[config.mk]
export PLATFORM = sky130hd
export DESIGN_NAME = idt_issue_scheduler
export DESIGN_NICKNAME = d
export VERILOG_FILES = /design/src/rtl/idt_pkg.sv /design/src/rtl/idt_prio_enc.sv /design/src/rtl/idt_issue_scheduler.sv
export SDC_FILE = /design/constraint.sdc
export NUM_CORES = 1
export LEC_CHECK = 0
export BUFFER_PORTS_ARGS = -buffer_cell sky130_fd_sc_hd__buf_4
export CORE_UTILIZATION = 50
export CTS_CLUSTER_SIZE = 20
export DETAILED_ROUTE_END_ITERATION = 16
export PLACE_DENSITY_LB_ADDON = 0.2
export SLEW_MARGIN = 10
export SYNTH_ARGS = -nofsm -noshare
export SYNTH_HDL_FRONTEND = slang
export SYNTH_SLANG_ARGS = --single-unit
[constraint.sdc]
create_clock -name clk -period 4.4 [get_ports clk]
set_input_delay 0.22 -clock clk [delete_from_list [all_inputs] [get_ports clk]]
set_output_delay 0.22 -clock clk [all_outputs]
set_load 0.01 [all_outputs]
[src/rtl/idt_pkg.sv]
// Shared types and helpers for the instruction dependency table / issue scheduler.
package idt_pkg;

  localparam int unsigned MAX_BS    = 64;
  localparam int unsigned MAX_IDX_W = 6;

  typedef enum logic [1:0] {
    ST_FREE   = 2'd0,
    ST_WAIT   = 2'd1,
    ST_READY  = 2'd2,
    ST_ISSUED = 2'd3
  } entry_st_e;

  function automatic int unsigned idx_w(input int unsigned bs);
    return (bs < 2) ? 1 : $clog2(bs);
  endfunction

  function automatic logic [MAX_BS-1:0] onehot(input logic [MAX_IDX_W-1:0] idx);
    return MAX_BS'(1) << idx;
  endfunction

  // Lifecycle state of one entry derived from its valid/issued bits and row
  function automatic entry_st_e entry_state(input logic valid, input logic issued,
                                            input logic deps_zero);
    if (!valid)     return ST_FREE;
    if (issued)     return ST_ISSUED;
    if (!deps_zero) return ST_WAIT;
    return ST_READY;
  endfunction

endpackage

[src/rtl/idt_prio_enc.sv]
// Find-first-set over a request vector; the lowest set index wins.
module idt_prio_enc #(
  parameter int unsigned BS    = 16,
  parameter int unsigned IDX_W = 4
) (
  input  logic [BS-1:0]    req_i,
  output logic [IDX_W-1:0] idx_o,
  output logic             any_o
);

  always_comb begin
    idx_o = '0;
    any_o = |req_i;
    for (int i = int'(BS) - 1; i >= 0; i--) begin
      if (req_i[i]) idx_o = IDX_W'(i);
    end
  end

endmodule

[src/rtl/idt_issue_scheduler.sv]
// Dependency table with per-entry valid/issued state, completion wakeup and a
// lowest-index valid/ready issue port.
module idt_issue_scheduler
  import idt_pkg::*;
#(
  parameter int unsigned BS    = 16,
  parameter int unsigned IDX_W = idx_w(BS)
) (
  input  logic             clk,
  input  logic             rst_n,
  input  logic             alloc_valid,
  input  logic [IDX_W-1:0] alloc_index,
  input  logic [BS-1:0]    alloc_deps,
  output logic             alloc_err,
  input  logic             cmpl_valid,
  input  logic [IDX_W-1:0] cmpl_index,
  output logic             issue_valid,
  output logic [IDX_W-1:0] issue_index,
  input  logic             issue_ready,
  input  logic             flush,
  output logic [IDX_W:0]   count,
  output logic             full
);

  localparam int unsigned CNT_W = IDX_W + 1;

  logic [BS-1:0]    rows_q [BS];
  logic [BS-1:0]    rows_d [BS];
  logic [BS-1:0]    valid_q, valid_d;
  logic [BS-1:0]    issued_q, issued_d;
  logic             issue_valid_q, issue_valid_d;
  logic [IDX_W-1:0] issue_index_q, issue_index_d;
  logic             alloc_err_q, alloc_err_d;
  logic [CNT_W-1:0] count_q, count_d;
  logic             full_q, full_d;

  logic [BS-1:0]    cmpl_oh, alloc_oh, offer_oh;
  logic [BS-1:0]    completing, live, alloc_row;
  logic [BS-1:0]    ready_vec, cand;
  logic             hs, alloc_ok, offer_cmpl, upd;
  logic [IDX_W-1:0] pe_idx;
  logic             pe_any;

  // Event decode; "live" is the valid set after this cycle's completion
  always_comb begin
    cmpl_oh    = BS'(onehot(MAX_IDX_W'(cmpl_index)));
    alloc_oh   = BS'(onehot(MAX_IDX_W'(alloc_index)));
    offer_oh   = BS'(onehot(MAX_IDX_W'(issue_index_q)));
    completing = cmpl_valid ? (cmpl_oh & valid_q) : '0;
    live       = valid_q & ~completing;
    alloc_ok   = alloc_valid & ~live[alloc_index];
    alloc_row  = alloc_deps & live & ~alloc_oh;
    hs         = issue_valid_q & issue_ready;
    offer_cmpl = issue_valid_q & (|(offer_oh & completing));
    upd        = ~issue_valid_q | issue_ready | offer_cmpl;
  end

  always_comb begin
    for (int i = 0; i < int'(BS); i++) begin
      ready_vec[i] = (entry_state(valid_q[i], issued_q[i], rows_q[i] == '0) == ST_READY);
    end
    cand = ready_vec & ~completing & ~(hs ? offer_oh : '0);
  end

  idt_prio_enc #(
    .BS    (BS),
    .IDX_W (IDX_W)
  ) u_prio_enc (
    .req_i (cand),
    .idx_o (pe_idx),
    .any_o (pe_any)
  );

  // Next state: flush > complete > alloc > issue mark
  always_comb begin
    for (int i = 0; i < int'(BS); i++) begin
      rows_d[i] = rows_q[i] & ~completing;
      if (alloc_ok && alloc_oh[i]) rows_d[i] = alloc_row;
    end
    valid_d       = live | (alloc_ok ? alloc_oh : '0);
    issued_d      = issued_q & ~completing;
    alloc_err_d   = alloc_err_q | (alloc_valid & ~alloc_ok);
    issue_valid_d = issue_valid_q;
    issue_index_d = issue_index_q;

    // A freed (or freed-and-reallocated) slot must not inherit the issue mark
    if (hs && live[issue_index_q]) issued_d = issued_d | offer_oh;

    if (upd) begin
      issue_valid_d = pe_any;
      issue_index_d = pe_idx;
    end

    if (flush) begin
      for (int i = 0; i < int'(BS); i++) rows_d[i] = '0;
      valid_d       = '0;
      issued_d      = '0;
      alloc_err_d   = alloc_err_q;
      issue_valid_d = 1'b0;
      issue_index_d = '0;
    end

    count_d = '0;
    for (int i = 0; i < int'(BS); i++) count_d = count_d + CNT_W'(valid_d[i]);
    full_d = (count_d == CNT_W'(BS));
  end

  always_ff @(posedge clk or negedge rst_n) begin
    if (!rst_n) begin
      for (int i = 0; i < int'(BS); i++) rows_q[i] <= '0;
      valid_q       <= '0;
      issued_q      <= '0;
      issue_valid_q <= 1'b0;
      issue_index_q <= '0;
      alloc_err_q   <= 1'b0;
      count_q       <= '0;
      full_q        <= 1'b0;
    end else begin
      for (int i = 0; i < int'(BS); i++) rows_q[i] <= rows_d[i];
      valid_q       <= valid_d;
      issued_q      <= issued_d;
      issue_valid_q <= issue_valid_d;
      issue_index_q <= issue_index_d;
      alloc_err_q   <= alloc_err_d;
      count_q       <= count_d;
      full_q        <= full_d;
    end
  end

  assign issue_valid = issue_valid_q;
  assign issue_index = issue_index_q;
  assign alloc_err   = alloc_err_q;
  assign count       = count_q;
  assign full        = full_q;

endmodule

# --- Yosys cells after proc, flatten, opt, wreduce, memory -nomap -nowiden ---
# Cells that the tools add are included.
word_totals:
  romBits: 0
  output_inout_bits: 12
  mem_count: 0
  latch_bits: 0
  regBits: 300
  ram_bits: 0
op_classes:
  order_cmp: 2
  bitwise: 39
  n_reduce_logical: 36
  n_mul: 0
  div: 0
  n_eq_ne: 17
  addsub: 15
  shifts: 3
  mux: 223
ops:
  columns: ["cell", "count"]
  rows:
  - ["$and 16x16->16", 24]
  - ["$mux 16", 22]
  - ["$logic_not 16->1", 16]
  - ["$mux 256", 1]
  - ["$mux 2", 96]
  - ["$mux 1", 84]
  - ["$mux 4", 18]
  - ["$add 5x1->5", 11]
  - ["$not 16->16", 3]
  - ["$shl 1x4->16 const A", 3]
  - ["$eq 2x2->1 const B", 16]
  - ["$or 16x16->16", 2]
  - ["$reduce_or 16->1", 2]
  - ["$logic_and 1x1->1", 17]
  - ["$lt 4x5->1 const B", 2]
  - ["$bmux 1 s4", 2]
  - ["$add 4x1->5", 1]
  - ["$eq 5x5->1 const B", 1]
  - ["$add 3x1->4", 1]
  - ["$and 1x1->1", 4]
  - ["$add 2x1->3", 1]
  - ["$not 1->1", 3]
  - ["$or 1x1->1", 3]
  - ["$add 1x1->2", 1]
  - ["$reduce_bool 2->1", 1]

# --- Longest topological paths before layout ---
# Gate-level depths: netlist (run 1).
logic_depth:
  ltp_word: 28
  mapped_depth: 20
  mapped_depth_nobuf: 18

# --- Modules after synthesis ---
# From an unflattened synthesis (run 1), not the netlist that was laid out.
unflattened:
  cells_unflattened: 1328
  area_unflattened_um2: 14487.6
modules_own_cells:
  columns: ["module", "seq_area_each_um2", "area_each_um2", "cells_each", "n_inst"]
  rows:
  - ["idt_issue_scheduler", 7507.2, 14311.2, 1294, 1]
  - ["idt_prio_enc", 0.0, 176.4, 34, 1]

# --- Worst setup path before layout (run 1) ---
# No wires, ideal clock.
synth_path:
  path_kind: "input to register"
  start: "input port cmpl_valid"
  end: "register full_q (netlist: full)"
  arrival_ns: 5.028
  required_ns: 4.280
  n_path_buf: 2
  stages: 19
  setup_slack_ns: -0.748
  path_cell_list: "buf_4 or3b_1 o21ai_1 mux4_2 and3_1 nand3_1 clkbuf_1 a21oi_1 fa_1 inv_1 fa_1 fa_1 fa_1 inv_1 ha_1 fa_1 xor2_1 nor3_1 and3b_1"
synth_via:
  elab_cells_between_ends: 26
  classes_between: "add/sub (15); eq/ne (1); mux (5); bitwise (5)"
synth_rtl:
  columns: ["item", "line", "source"]
  rows:
  - ["from (decl)", "idt_issue_scheduler.sv:15", "input logic cmpl_valid,"]
  - ["$mux 16 (*)", "idt_issue_scheduler.sv:49", "completing = cmpl_valid ? (cmpl_oh & valid_q) : '0;"]
  - ["$not 16->16 (*)", "idt_issue_scheduler.sv:50", "live = valid_q & ~completing;"]
  - ["$and 16x16->16 (*)", "idt_issue_scheduler.sv:50", null]
  - ["$bmux 1 s4", "idt_issue_scheduler.sv:51", "alloc_ok = alloc_valid & ~live[alloc_index];"]
  - ["$mux 1 (implied by the code)", "idt_issue_scheduler.sv:51", null]
  - ["$not 1->1", "idt_issue_scheduler.sv:51", null]
  - ["$and 1x1->1", "idt_issue_scheduler.sv:51", null]
  - ["$mux 16", "idt_issue_scheduler.sv:80", "valid_d = live | (alloc_ok ? alloc_oh : '0);"]
  - ["$or 16x16->16 (*)", "idt_issue_scheduler.sv:80", null]
  - ["$mux 16 (*)", "idt_issue_scheduler.sv:94", "if (flush) begin"]
  - ["net valid_d[3]", "idt_issue_scheduler.sv:29", "logic [BS-1:0] valid_q, valid_d;"]
  - ["$add 3x1->4 (*)", "idt_issue_scheduler.sv:104", "for (int i = 0; i < int'(BS); i++) count_d = count_d + CNT_W'(valid_d[i]);"]
  - ["$add 4x1->5 (*)", "idt_issue_scheduler.sv:104", null]
  - ["$add 5x1->5 (*) (11 in series)", "idt_issue_scheduler.sv:104", null]
  - ["net count_d[2]", "idt_issue_scheduler.sv:34", "logic [CNT_W-1:0] count_q, count_d;"]
  - ["$eq 5x5->1 (*)", "idt_issue_scheduler.sv:105", "full_d = (count_d == CNT_W'(BS));"]
  - ["net full_d", "idt_issue_scheduler.sv:35", "logic full_q, full_d;"]
  - ["to (signal assigned)", "idt_issue_scheduler.sv:126", "full_q <= full_d;"]
  - ["to (decl)", "idt_issue_scheduler.sv:35", null]
# Mark *: on every way through the listed nets, which the timed path passes. The rest lies on a longest branch. The select of a mux whose other input is x is not followed.
# A chain may end at the register's enable or synchronous reset.

# --- Final worst setup path (run 1) ---
layout_path:
  start: "register valid_q[1]"
  end: "register full_q (netlist: full)"
layout_via:
  elab_chain_cells: 27
layout_lines:
  columns: ["item", "line", "source"]
  rows:
  - ["from (decl)", "idt_issue_scheduler.sv:29", null]
  - ["from (signal assigned)", "idt_issue_scheduler.sv:120", "valid_q <= valid_d;"]
  - ["$and 16x16->16", "idt_issue_scheduler.sv:49", null]
  - ["$mux 16", "idt_issue_scheduler.sv:49", null]
  - ["$not 16->16", "idt_issue_scheduler.sv:50", null]
  - ["$and 16x16->16 (*)", "idt_issue_scheduler.sv:50", null]
  - ["$bmux 1 s4 (*)", "idt_issue_scheduler.sv:51", null]
  - ["$mux 1 (implied by the code) (*)", "idt_issue_scheduler.sv:51", null]
  - ["$not 1->1 (*)", "idt_issue_scheduler.sv:51", null]
  - ["$and 1x1->1 (*)", "idt_issue_scheduler.sv:51", null]
  - ["[... 3 more ...]", null, null]
  - ["net valid_d[0]", "idt_issue_scheduler.sv:29", null]
  - ["$add 1x1->2 (*)", "idt_issue_scheduler.sv:104", null]
  - ["$add 2x1->3 (*)", "idt_issue_scheduler.sv:104", null]
  - ["$add 3x1->4 (*)", "idt_issue_scheduler.sv:104", null]
  - ["$add 4x1->5 (*)", "idt_issue_scheduler.sv:104", null]
  - ["$add 5x1->5 (*) (11 in series)", "idt_issue_scheduler.sv:104", null]
  - ["net count_d[2]", "idt_issue_scheduler.sv:34", null]
  - ["$eq 5x5->1 (*)", "idt_issue_scheduler.sv:105", null]
  - ["net full_d", "idt_issue_scheduler.sv:35", null]
# Marked as above.

==> results of run 1 <==
Yosys cell counts, types with 9 or more instances:
cell type,count,area [µm²]
sky130_fd_sc_hd__nor3_1,47,235
sky130_fd_sc_hd__nand3_1,266,1330
sky130_fd_sc_hd__nand2_1,27,101
sky130_fd_sc_hd__clkbuf_1,88,330
sky130_fd_sc_hd__nor2_1,46,173
sky130_fd_sc_hd__o21ai_0,235,1180
sky130_fd_sc_hd__a21oi_1,24,120
sky130_fd_sc_hd__nor4_1,52,325
sky130_fd_sc_hd__and3_1,22,138
sky130_fd_sc_hd__nand2b_1,12,75.1
sky130_fd_sc_hd__o211ai_1,15,113
sky130_fd_sc_hd__inv_1,36,135
sky130_fd_sc_hd__a22o_1,13,114
sky130_fd_sc_hd__o21ai_1,12,60.1
sky130_fd_sc_hd__nor2b_1,12,75.1
sky130_fd_sc_hd__a31oi_1,18,113
sky130_fd_sc_hd__fa_1,10,200
sky130_fd_sc_hd__mux4_2,9,203
sky130_fd_sc_hd__dfrtp_1,300,7510
power by group:
part | internal (mW) | leakage [nW] | total, mW | switching, mW
combinational | 0.137 | 2.41 | 0.447 | 0.310
clock | 1.64 | 0.547 | 2.79 | 1.15
sequential | 2.78 | 4.19 | 2.80 | 0.0285
total | 4.56 | 7.15 | 6.04 | 1.48
per-layer routing:
metal  vias up  track usage [%]  wire (µm)
li1       5137                -          -
met1      5766             48.9      19800
met3       145             6.48       3880
met5         -                0          0
met4         0             16.0       2410
met2       599             52.3      20800
cell type report:
type / count / area (µm²)
well taps: 335 / 419
flip-flops and latches: 300 / 7510
fillers: 2234 / 10300
clock buffers: 53 / 1040
multi-input cells: 908 / 5470
inverters: 36 / 135
repair buffers: 154 / 1190
diodes: 1 / 2.50
clock inverters: 8 / 65.1
what timing repair did:
action,in CTS,in global routing
hold endpoints to repair,112,0
setup buffers,2,2
pin swaps,2,2
hold buffers,1,0
resized for setup,1,4
endpoints found under the setup margin,2,2
logic make-up (layout without fill, tap and decap cells):
family | count (synthesis) | after routing | synth area share [%]
other cells | 0 | 1 | 0
simple gates | 521 | 521 | 20.5
xor+xnor | 2 | 2 | 0.131
buf+inv | 140 | 251 | 4.15
compound gates | 360 | 360 | 15.6
flops | 300 | 300 | 56.1
mux | 10 | 10 | 1.59
fa+ha+maj | 15 | 15 | 1.96
worst min-delay path, stage by stage:
cell and delay (ns):
sky130_fd_sc_hd__buf_4 0.14, sky130_fd_sc_hd__nand2b_1 0.07, sky130_fd_sc_hd__o21bai_1 0.07
state kept, by name (all words and copies together), names as in the netlist:
signal and count:
full 1, valid_q 16, rows_q 256, alloc_err 1, count 5, issue_valid 1
issue_index 4, issued_q 16
metrics by stage:
step | setup WS (ns) | utilization [%] | instance area [µm²]
after floorplan | -0.412 | - | 13500
after global placement | -0.386 | 56.1 | 14700
after global routing | -0.295 | 60.6 | 15800
final | -0.166 | 60.6 | 15800
after CTS | -0.0993 | 60.5 | 15800
after detailed placement | -0.446 | 56.1 | 14700
worst max path at each step:
| stage | slack, ns | end | depth (start not counted) |
|---|---|---|---|
| detailed placement | -0.45 | full$_DFF_PN0_ | 19 |
| global route | -0.30 | full$_DFF_PN0_ | 16 |
| finish | -0.17 | full$_DFF_PN0_ | 16 |
| floorplan | -0.41 | full$_DFF_PN0_ | 19 |
| CTS | -0.1 | full$_DFF_PN0_ | 16 |
| global placement | -0.39 | full$_DFF_PN0_ | 18 |
==> results.py, run 1 <==
metrics = {
    "sta": {
        "totalNegativeSetupSlack_ns": -0.190,
        "worst-slew-pin-transition_ns": 1.16,
        "setup_ws_ns": -0.166,
        "timing.final.crit_share_pct": 104,
        "setup_repair_after_global_routing_missed_its_margin": "true",
        "period_minus_slack_ns": 4.57,
        "slew-limit-headroom_pct": 22.2,
        "hold_slack_ns": 0.0278,
        "finalHoldViolCount": 0,
        "setup_viol": 2,
        "final.setup_skew_ns": 0.0225,
        "final-max-slew-violation-count": 0,
        "fmaxAchievable_ghz": 0.219,
    },
    "grt": {
        "globalRouteOverflowTotal": 0,
        "grt_antenna_before_repair": 1,
        "grt_start_max_net_pins": 116,
        "first_global_vias": 11100,
        "global_route_wire_length_before_repair_um": 71100,
        "globalRouteTotalUtil_pct": 34.7,
    },
    "placement": {
        "dp.cells": 1728,
        "dpl.hpwl_um": 31900,
        "io_buffers": 41,
        "finalWeightedCongestion": 1.00,
    },
    "floorplanning": {
        "dieHeight_um": 166,
        "placeableCoreArea_um2": 26100,
        "die-area_um2": 27400,
        "io_pins": 42,
        "initial_utilization_pct": 51.2,
        "placementRows": 59,
        "die-width_um": 166,
    },
    "yosys": {
        "synthesis.nets": 1393,
        "syn_inst": 1348,
        "synth-async-reset-ratio_pct": 100,
        "synth-warning-count": 0,
        "yosys_most_used_dff": "sky130_fd_sc_hd__dfrtp_1",
        "yosys_register_bits": 300,
        "synth-seq-area-share_pct": 56.1,
        "synthesis.area_um2": 13400,
        "syn_avg_cell_area_um2": 9.93,
        "synth_cell_type_count": 56,
        "synth-edff-count": 0,
    },
    "finish": {
        "most_common_cell_after_layout_fill_and_taps_aside": "sky130_fd_sc_hd__dfrtp_1",
        "synthToLayoutAreaGrowth_pct": 18.3,
        "drive_above_1_share_pct": 16.7,
        "nNetsFinal": 1479,
        "fin_cells": 1795,
        "layout.cells.most_common_list": "sky130_fd_sc_hd__dfrtp_1, sky130_fd_sc_hd__nand3_1, sky130_fd_sc_hd__o21ai_0",
    },
    "cts": {
        "clock_tree_from_tritoncts": "yes",
        "cts_made_buffers": 34,
        "clk_pin_slew_ns": 0.07,
        "tritoncts_sink_count": 300,
        "htree_levels": 2,
        "insertion_delay_ns": 0.52,
        "clock_tree.buffer_depth": 3,
        "root_buffer": "sky130_fd_sc_hd__clkbuf_16",
    },
    "setup_path": {
        "crit_path_max_fanout": 4,
        "critical_path_required_ns": 4.86,
        "reg2reg_setup_slack_ns": -0.17,
        "worst_path_largest_cell_delay_ns": 0.57,
        "ff2ff_path_depth": 16,
        "worstPathArrival_ns": 5.03,
        "cpMaxStageDelayCell": "sky130_fd_sc_hd__fa_1",
        "timing.critical_path.cells": "o21ai_4 > mux4_2 > and3_4 > nand2_4 > a21oi_4 > fa_1 > inv_1 > fa_1 > fa_2 > fa_1 > inv_2 > ha_4 > fa_2 > xor2_1 > nor3_1 > and3b_1",
        "crit-reg2reg-launch": "valid_q[1]$_DFF_PN0_",
        "worstSetupEndpointType": "flip-flop",
        "cp.buffers_inverters": 2,
        "setup.worst_path.start": "valid_q[1]$_DFF_PN0_",
        "critPathLaunchType": "flip-flop",
        "crit_path_frequent_cell": "sky130_fd_sc_hd__fa_1",
        "critPathTopFamily": "adder cells",
        "crit_type": "flip-flop to flip-flop",
        "worstReg2RegEnd": "full$_DFF_PN0_",
    },
    "run_status": {
        "failed_checks": "design-rule violations, negative setup slack",
        "status": "finished, violations left",
    },
    "routing": {
        "detailroute.via_count": 11600,
        "first_pass_iters": 11,
        "drt-total-wl_um": 46800,
        "routed_length_per_instance_um": 26.1,
        "drt_iter0_drc": 1292,
        "vias_per_cell": 6.49,
        "antenna_left": 0,
        "post-route-drc-count": 2,
    },
    "pwr": {
        "power_density_nw_per_um2": 381,
        "ir_worst_vdd_mv": 0.221,
        "power.leakage_nw": 7.15,
        "finalPower_mw": 6.04,
    },
    "min_path": {
        "hold_path.class": "input pin to flip-flop",
        "worstHoldStart": "alloc_valid",
        "min_to": "alloc_err$_DFFE_PN0N_",
        "min_delay_path_depth": 3,
    },
    "flow_run": {
        "maximum_capacitance_violations": 0,
    },
}
Note: power is estimated with default switching activity, not from simulation.
==> run 2, diff against run 1 <==
PLACE_DENSITY = 0.69   (was default)
PLACE_DENSITY_LB_ADDON = default   (was 0.2)
TNS_END_PERCENT = 50   (was default)
==> results.py, run 2 (synthesis results as in run 1) <==
metrics = {
    "run_status": {
        "status": "finished, violations left",
        "failed_checks": "design-rule violations, negative setup slack",
    },
    "sta": {
        "timing.final.crit_share_pct": 103,
        "final-max-slew-violation-count": 0,
        "slew-limit-headroom_pct": 8.20,
        "worst-slew-pin-transition_ns": 1.36,
        "final.setup_skew_ns": 0.0262,
        "setup_repair_after_global_routing_missed_its_margin": "true",
        "fmaxAchievable_ghz": 0.221,
        "setup_ws_ns": -0.116,
        "finalHoldViolCount": 0,
        "setup_viol": 2,
        "period_minus_slack_ns": 4.52,
        "hold_slack_ns": 0.0235,
    },
    "floorplanning": {
        "initial_utilization_pct": 51.2,
        "io_pins": 42,
        "die-width_um": 166,
        "placeableCoreArea_um2": 26100,
        "dieHeight_um": 166,
        "die-area_um2": 27400,
        "placementRows": 59,
    },
    "setup_path": {
        "crit_path_max_fanout": 4,
        "reg2reg_setup_slack_ns": -0.12,
        "crit-reg2reg-launch": "valid_q[3]$_DFF_PN0_",
        "ff2ff_path_depth": 16,
        "worstPathArrival_ns": 4.97,
        "setup.worst_path.start": "valid_q[3]$_DFF_PN0_",
        "critical_path_required_ns": 4.85,
        "critPathLaunchType": "flip-flop",
        "worstReg2RegEnd": "full$_DFF_PN0_",
        "worstSetupEndpointType": "flip-flop",
        "crit_type": "flip-flop to flip-flop",
    },
    "pwr": {
        "power_density_nw_per_um2": 379,
        "sw_frac_of_total_pct": 24.5,
        "switching_power_mw": 1.48,
        "pwr-share-clk_pct": 45.9,
        "seq_power_share_pct": 46.6,
        "power.share.combinational_pct": 7.5,
        "power.leakage_nw": 7.20,
        "ir_worst_vdd_mv": 0.338,
        "p_int_mw": 4.56,
    },
    "grt": {
        "globalRouteTotalUtil_pct": 34.0,
        "first_global_vias": 11300,
        "global_route_wire_length_before_repair_um": 70100,
        "grt_start_max_net_pins": 126,
        "globalRouteOverflowTotal": 0,
        "grt_antenna_before_repair": 0,
    },
    "cts": {
        "clock_tree_from_tritoncts": "yes",
        "clock_tree.buffer_depth": 3,
        "clk_pin_slew_ns": 0.06,
        "root_buffer": "sky130_fd_sc_hd__clkbuf_16",
        "insertion_delay_ns": 0.52,
        "cts_made_buffers": 34,
        "tritoncts_sink_count": 300,
        "htree_levels": 2,
    },
    "finish": {
        "largest_register": "rows_q",
        "layout.cells.most_common_list": "sky130_fd_sc_hd__dfrtp_1, sky130_fd_sc_hd__nand3_1, sky130_fd_sc_hd__o21ai_0",
        "reg.largest.list": "rows_q: 256 flops, issued_q: 16 flops, valid_q: 16 flops",
        "synthToLayoutAreaGrowth_pct": 19.0,
        "drive_above_1_share_pct": 17.4,
        "largest_register_ffs": 256,
        "nNetsFinal": 1491,
        "most_common_cell_after_layout_fill_and_taps_aside": "sky130_fd_sc_hd__dfrtp_1",
        "antennaDiodeCount": 0,
        "n_fill_cell": 2197,
        "stdcell_area_um2": 15900,
    },
    "placement": {
        "dpl.hpwl_um": 31100,
        "io_buffers": 41,
        "finalWeightedCongestion": 0.989,
        "placed_cell_area_um2": 14700,
    },
    "min_path": {
        "min_delay_path_depth": 3,
        "worstHoldStart": "alloc_valid",
        "hold_path.class": "input pin to flip-flop",
        "min_to": "alloc_err$_DFFE_PN0N_",
    },
    "routing": {
        "wl_met1_um": 19200,
        "drt-total-wl_um": 45900,
        "post-route-drc-count": 2,
        "vias_per_cell": 6.48,
        "detailroute.via_count": 11700,
        "drt_iter0_drc": 1242,
        "top_layer_used": "met4",
        "route.met2.wl_um": 20500,
        "first_pass_iters": 11,
        "antenna_left": 0,
        "routed_length_per_instance_um": 25.5,
        "met3RoutedLength_um": 4030,
    },
    "flow_run": {
        "maximum_capacitance_violations": 0,
    },
}
run 2: cell types whose count changed in the layout (fill, tap and decap cells not counted), sizes merged:
cell | previous run | this run
clkbuf | 53 | 48
bufinv | 0 | 1
diode | 1 | 0
clkinvlp | 1 | 3
inv | 38 | 37
buf | 153 | 165
run 2: area by class of cell:
class,count,area (µm²),share of cell area (%)
sequential,300,7510,47.1
multi-input combinational,908,5490,34.5
timing repair buffer,166,1280,8.05
clock buffer,48,993,6.24
tap,335,419,2.63
inverter,36,135,0.849
clock inverter,10,101,0.636
run 2: timing repair:
| item | CTS | global route |
|---|---|---|
| pin swaps | 6 | 6 |
| hold buffers | 1 | 0 |
| hold endpoints to repair | 121 | 0 |
| setup buffers | 2 | 3 |
| resized for setup | 3 | 6 |
| endpoints found under the setup margin | 2 | 4 |
run 2: power groups by stage:
stage | sequential, mW | clock [mW] | combinational (mW)
floorplan | 2.84 | 0 | 0.189
global placement | 2.86 | 0 | 0.434
detailed placement | 2.86 | 0 | 0.436
CTS | 2.81 | 2.81 | 0.439
global route | 2.81 | 2.90 | 0.482
finish | 2.81 | 2.77 | 0.451
run 2: worst max path at each step:
stage                     endpoint  cells after the start
floorplan           full$_DFF_PN0_                     19
global placement    full$_DFF_PN0_                     18
detailed placement  full$_DFF_PN0_                     18
CTS                 full$_DFF_PN0_                     16
global route        full$_DFF_PN0_                     16
finish              full$_DFF_PN0_                     16
run 2: worst max-delay path, cell delays in order (launching register included):
cell,delay (ns)
sky130_fd_sc_hd__dfrtp_1,0.40
sky130_fd_sc_hd__o21ai_4,0.07
sky130_fd_sc_hd__mux4_2,0.49
sky130_fd_sc_hd__and3_4,0.20
sky130_fd_sc_hd__nand2_4,0.08
sky130_fd_sc_hd__a21oi_4,0.06
sky130_fd_sc_hd__fa_1,0.56
sky130_fd_sc_hd__inv_2,0.04
sky130_fd_sc_hd__fa_1,0.53
sky130_fd_sc_hd__fa_1,0.45
sky130_fd_sc_hd__fa_1,0.54
sky130_fd_sc_hd__inv_2,0.05
sky130_fd_sc_hd__ha_4,0.15
sky130_fd_sc_hd__fa_2,0.37
sky130_fd_sc_hd__xor2_2,0.16
sky130_fd_sc_hd__nor3_1,0.12
sky130_fd_sc_hd__and3b_1,0.17
run 2: metrics by stage:
| step | power [mW] | utilization (%) | setup TNS [ns] | std cells | setup slack, ns |
|---|---|---|---|---|---|
| floorplan | 3.03 | - | -1.24 | 1348 | -0.433 |
| global placement | 3.29 | 56.4 | -0.901 | 1739 | -0.358 |
| detailed placement | 3.30 | 56.4 | -1.36 | 1739 | -0.465 |
| CTS | 6.05 | 60.8 | -0.122 | 1800 | -0.122 |
| global route | 6.19 | 60.9 | -0.529 | 1803 | -0.239 |
| finish | 6.03 | 60.9 | -0.120 | 1803 | -0.116 |
run 2: per-layer routing:
| metal | GRT usage [%] | vias to the layer above |
|---|---|---|
| li1 | - | 5145 |
| met1 | 47.9 | 5774 |
| met2 | 51.5 | 637 |
| met3 | 6.31 | 132 |
| met4 | 15.8 | 0 |
| met5 | 0 | - |
